$ cat src/rtl/event_replay_scheduler.sv
// Event replay scheduler: buffers timestamped events in arrival order and
// releases the head event once the wallclock has reached its timestamp,
// flagging releases that happen more than LATE_TH cycles late.
module event_replay_scheduler #(
  parameter int unsigned SIZE    = 32,
  parameter int unsigned DATA_W  = 16,
  parameter int unsigned DEPTH   = 4,
  parameter int unsigned LATE_TH = 8
) (
  input  logic                       clk_i,
  input  logic                       reset_i,
  input  logic [SIZE-1:0]            now_i,
  input  logic                       in_valid_i,
  output logic                       in_ready_o,
  input  logic [SIZE-1:0]            in_ts_i,
  input  logic [DATA_W-1:0]          in_data_i,
  output logic                       out_valid_o,
  input  logic                       out_ready_i,
  output logic [DATA_W-1:0]          out_data_o,
  output logic [SIZE-1:0]            out_ts_o,
  output logic                       out_late_o,
  output logic [15:0]                late_cnt_o,
  output logic [$clog2(DEPTH):0]     level_o
);

  localparam int unsigned PtrW = $clog2(DEPTH);
  localparam int unsigned LvlW = PtrW + 1;
  localparam logic [LvlW-1:0] FullLvl = LvlW'(DEPTH);

  typedef enum logic [1:0] {StIdle, StWait, StPresent} state_e;

  // Pending-event storage; only the pointers and occupancy need a reset.
  logic [SIZE-1:0]   ts_mem_q   [DEPTH];
  logic [DATA_W-1:0] data_mem_q [DEPTH];

  logic [PtrW-1:0] wr_ptr_q, wr_ptr_d;
  logic [PtrW-1:0] rd_ptr_q, rd_ptr_d;
  logic [LvlW-1:0] level_q, level_d;

  state_e            state_q;
  logic              out_valid_q;
  logic [DATA_W-1:0] out_data_q;
  logic [SIZE-1:0]   out_ts_q;
  logic              out_late_q;
  logic [15:0]       late_cnt_q;

  logic [SIZE-1:0]   head_ts;
  logic [DATA_W-1:0] head_data;
  logic [SIZE-1:0]   head_diff;
  logic              head_due;
  logic              head_late;
  logic              push;
  logic              pop;
  logic              ready;

  // Head timing: a modular difference with a clear sign bit means the
  // timestamp has been reached, which stays correct across wallclock wrap.
  always_comb begin
    head_ts   = ts_mem_q[rd_ptr_q];
    head_data = data_mem_q[rd_ptr_q];
    head_diff = now_i - head_ts;
    head_due  = ~head_diff[SIZE-1];
    head_late = head_due && (head_diff > SIZE'(LATE_TH));
  end

  // Handshake decode; readiness depends on registered occupancy only.
  always_comb begin
    ready = (level_q != FullLvl);
    push  = in_valid_i && ready;
    // Popping only happens on the WAIT->PRESENT edge, so at most one event
    // is ever held in the output register.
    pop   = (state_q == StWait) && head_due;
  end

  // FIFO pointer and occupancy next state.
  always_comb begin
    wr_ptr_d = wr_ptr_q;
    rd_ptr_d = rd_ptr_q;
    level_d  = level_q;
    if (push) begin
      wr_ptr_d = wr_ptr_q + PtrW'(1);
    end
    if (pop) begin
      rd_ptr_d = rd_ptr_q + PtrW'(1);
    end
    unique case ({push, pop})
      2'b10:   level_d = level_q + LvlW'(1);
      2'b01:   level_d = level_q - LvlW'(1);
      default: level_d = level_q;
    endcase
  end

  // FIFO payload writes.
  always_ff @(posedge clk_i) begin
    if (push) begin
      ts_mem_q[wr_ptr_q]   <= in_ts_i;
      data_mem_q[wr_ptr_q] <= in_data_i;
    end
  end

  // FIFO pointers and occupancy.
  always_ff @(posedge clk_i or posedge reset_i) begin
    if (reset_i) begin
      wr_ptr_q <= '0;
      rd_ptr_q <= '0;
      level_q  <= '0;
    end else begin
      wr_ptr_q <= wr_ptr_d;
      rd_ptr_q <= rd_ptr_d;
      level_q  <= level_d;
    end
  end

  // Release FSM with registered output event and late counter.
  always_ff @(posedge clk_i or posedge reset_i) begin
    if (reset_i) begin
      state_q     <= StIdle;
      out_valid_q <= 1'b0;
      out_data_q  <= '0;
      out_ts_q    <= '0;
      out_late_q  <= 1'b0;
      late_cnt_q  <= '0;
    end else begin
      unique case (state_q)
        StIdle: begin
          if (level_q != '0) begin
            state_q <= StWait;
          end
        end
        StWait: begin
          if (head_due) begin
            state_q     <= StPresent;
            out_valid_q <= 1'b1;
            out_data_q  <= head_data;
            out_ts_q    <= head_ts;
            out_late_q  <= head_late;
            if (head_late && (late_cnt_q != 16'hFFFF)) begin
              late_cnt_q <= late_cnt_q + 16'd1;
            end
          end
        end
        StPresent: begin
          if (out_ready_i) begin
            out_valid_q <= 1'b0;
            // A push on the handshake edge counts towards non-empty.
            if ((level_q != '0) || push) begin
              state_q <= StWait;
            end else begin
              state_q <= StIdle;
            end
          end
        end
        default: begin
          state_q     <= StIdle;
          out_valid_q <= 1'b0;
        end
      endcase
    end
  end

  assign in_ready_o  = ready;
  assign out_valid_o = out_valid_q;
  assign out_data_o  = out_data_q;
  assign out_ts_o    = out_ts_q;
  assign out_late_o  = out_late_q;
  assign late_cnt_o  = late_cnt_q;
  assign level_o     = level_q;

endmodule

$ cat config.mk
export PLATFORM = sky130hd
export DESIGN_NAME = event_replay_scheduler
export DESIGN_NICKNAME = d
export VERILOG_FILES = /design/src/rtl/event_replay_scheduler.sv
export SDC_FILE = /design/constraint.sdc
export NUM_CORES = 1
export LEC_CHECK = 0
export ABC_AREA = 1
export ABC_CLOCK_PERIOD_IN_PS = 4850
export BUFFER_PORTS_ARGS = -buffer_cell sky130_fd_sc_hd__buf_2
export CAP_MARGIN = 20
export CORE_MARGIN = 4
export CORE_UTILIZATION = 59
export CTS_CLUSTER_DIAMETER = 100
export DETAILED_ROUTE_END_ITERATION = 6
export PLACE_DENSITY = 0.8
export SETUP_SLACK_MARGIN = 0.15
export SYNTH_ARGS = -nofsm -noshare
export SYNTH_HDL_FRONTEND = slang
export SYNTH_SLANG_ARGS = --single-unit
$ cat constraint.sdc
create_clock -name clk_i -period 4.85 [get_ports clk_i]
set_input_delay 1.455 -clock clk_i [delete_from_list [all_inputs] [get_ports clk_i]]
set_output_delay 1.455 -clock clk_i [all_outputs]
set_load 0.005 [all_outputs]
==> impl_metrics.ini <==
[run_status]
status = finished, final reports clean

[clocking]
clock-sinks = 267
cts_hold_buf = 0
cts_setup_buffers = 0
htreeDepth = 1
cts_buffers = 27
root_buffer = clkbuf_16
clockBufferDepth = 3
clk_latency_ps = 540
post_cts_resized = 0
cts.reportedPaths.clkPinSlew_ps = 70
cts_tree = built

[finish]
area_growth_pct = 15.6
layout-drive-gt1-share_pct = 16.5
nets = 1600
final_util_pct = 70.2
fill_cells = 1595

[pwr]
p_leak_nw = 6.59
pwr-share-seq_pct = 30.8
ir_worst_vdd_mv = 0.461
p_per_area_mw_per_mm2 = 725
clkPwrFrac_pct = 18.9
p_switching_w = 0.00473
power.share.combinational_pct = 50.3
p_int_w = 0.00606
switching_share_pct = 43.8

[synthesis]
synth.cell_area_mm2 = 0.0129
ys.warnings.count = 0
synth_area_leaders = edfxtp_1, dfrtp_1, nand2_1, a32o_1, ha_1
avgSynthCellArea_um2 = 9.74
postSynthCellCount = 1323
synth_edf_count = 192
yosysMostFrequentCell = nand2_1
syn-num-nets = 1446
synth_commonest_cells = nand2_1, edfxtp_1, inv_1
synth_top_area_share_pct = 44.8
ys_types = 38
postSynth.asyncResetShare_pct = 28.1
yosys.area.top_type = edfxtp_1
synthFlopType = edfxtp_1
synth_seq_area_share_pct = 59.3
synth_seq_cells = 267

[critical_path]
endpoint = level_o[2]$_DFFE_PP0P_
worst-setup-path-type = reg -> reg
start_kind = register
rr_endpoint = level_o[2]$_DFFE_PP0P_
cp-startpoint = rd_ptr_q[1]$_DFFE_PP0P_
endpoint_kind = register
cp.arrival_ps = 4680
crit_required_ps = 5260
r2r_start = rd_ptr_q[1]$_DFFE_PP0P_
ff2ff_path_depth = 20
cp_max_fo = 27
ff2ff_setup_slack_ps = 580

[detailed_routing]
drt_wl_total_um = 31200
route.vias.total = 10013
drc_errors = 0
avgRoutedWirePerCell_um = 17.6
ant_nets = 0
vias_per_cell = 5.63
drt_iter0_markers = 798
dr.pass1.iters = 5

[sta]
finalMaxSlewViolations = 0
setup_tns_ps = 0
finalCritPeriodShare_pct = 88.1
relSlewSlack_pct = 34.8
fmax_ghz = 0.234
grt_setup_unrepaired = no
period_minus_slack_ps = 4270
tightest_slew_ps = 978
final.setup.worst_slack_ps = 578
final_hold_viol_count = 0
setup_viol = 0
skew_ps = 23.4

[global_route]
grt_max_degree = 101
grtUsageTotal_pct = 25.7
grt_pass1_wl_um = 50000
grt-ovfl-total = 0
grt_antenna_before_repair = 6
grt_pass1_vias = 9855

[placed_design]
gp_congestion = 0.948
io_buffers = 153
dp_worst_setup_slack_ps = 460
dp_hpwl_um = 21900

[floorplanning]
io_pins = 154
rows = 53
core_area_mm2 = 0.0212
dieArea_mm2 = 0.0243
die_w_um = 156
die_y_um = 156
initial_core_util_pct = 60.7

[run]
drv_cap = 0

[worst_hold_path]
hold_class = reg -> reg
## worst min path at each step
| stage | startpoint | slack [ps] | cells past startpoint | endpoint |
|---|---|---|---|---|
| floorplan | state_q[0]$_DFFE_PP0P_ | 450 | 1 | state_q[1]$_DFFE_PP0P_ |
| global placement | out_valid_o$_DFFE_PP0P_ | 460 | 2 | out_valid_o$_DFFE_PP0P_ |
| detailed placement | out_ts_o[21]$_DFFE_PP0P_ | 470 | 2 | out_ts_o[21]$_DFFE_PP0P_ |
| CTS | state_q[0]$_DFFE_PP0P_ | 480 | 1 | state_q[1]$_DFFE_PP0P_ |
| global route | state_q[0]$_DFFE_PP0P_ | 510 | 1 | state_q[1]$_DFFE_PP0P_ |
| finish | state_q[0]$_DFFE_PP0P_ | 480 | 1 | state_q[1]$_DFFE_PP0P_ |
## critical path, stage by stage (launching register included)
cell and delay [ps]:
dfrtp_1 410, inv_2 380, buf_4 310, buf_4 340
a32o_1 360, ha_1 240, inv_1 80, nor3_1 220
nand2_1 120, nor2_1 120, nor2_1 50, o21ai_2 50
xor2_1 320, nand2_4 70, inv_2 60, ha_1 120
inv_1 70, fa_1 380, a21oi_1 150, o21ai_0 120
xor2_1 150
## kinds of logic after synthesis
family          synth area share [%]
xor+xnor                        1.43
simple gates                    20.3
fa+ha+maj                       3.91
compound gates                  9.77
flops                           59.3
buf+inv                         5.30
## layout by cell type, fill, tap and decap left out, types with 33 or more instances in the layout
master / n
nand2_1: 447
buf_2: 153
ha_1: 37
nor2_1: 66
nand3_1: 52
a32o_1: 47
a21oi_1: 79
dfrtp_1: 74
o21ai_0: 33
edfxtp_1: 192
inv_1: 114
## metrics by stage
| step | area [um^2] | hold slack [ps] | power, W | std cells |
|---|---|---|---|---|
| after floorplan | 12900 | 451 | 0.00714 | 1323 |
| after global placement | 14000 | 458 | 0.00857 | 1722 |
| after detailed placement | 14000 | 471 | 0.00868 | 1722 |
| after CTS | 14900 | 477 | 0.0108 | 1772 |
| after global routing | 14900 | 506 | 0.0117 | 1776 |
| final | 14900 | 480 | 0.0108 | 1777 |
## registers in the layout, indices dropped and copies added, names as in the netlist
name and cells:
data_mem_q 64, late_cnt_o 16, level_o 3, out_data_o 16, out_late_o 1, out_ts_o 32
out_valid_o 1, rd_ptr_q 2, state_q 2, ts_mem_q 128, wr_ptr_q 2
## per-layer routing
layer | global-route usage, % | vias to the layer above | wire length (um)
met5 | 0 | - | 40
met4 | 8.46 | 6 | 908
met3 | 4.60 | 65 | 2040
met2 | 42.6 | 345 | 15200
met1 | 34.9 | 4770 | 13000
li1 | - | 4827 | -
## power by group through the flow
stage | clock, W | combinational, W | sequential [W]
finish | 0.00204 | 0.00543 | 0.00332
global route | 0.00217 | 0.00611 | 0.00337
CTS | 0.00207 | 0.00538 | 0.00332
detailed placement | 0 | 0.00532 | 0.00335
global placement | 0 | 0.00523 | 0.00334
floorplan | 0 | 0.00378 | 0.00336
## final cells by class
cell class	instances	area (um^2)	area share, %
flip-flops and latches	267	7640	51.3
well taps	275	344	2.31
repair buffers	173	953	6.40
clock buffers	32	724	4.87
clock inverters	18	170	1.14
diodes	4	10.0	0.0672
multi-input cells	888	4590	30.8
inverters	120	452	3.03
(Power assumes the default switching activity.)
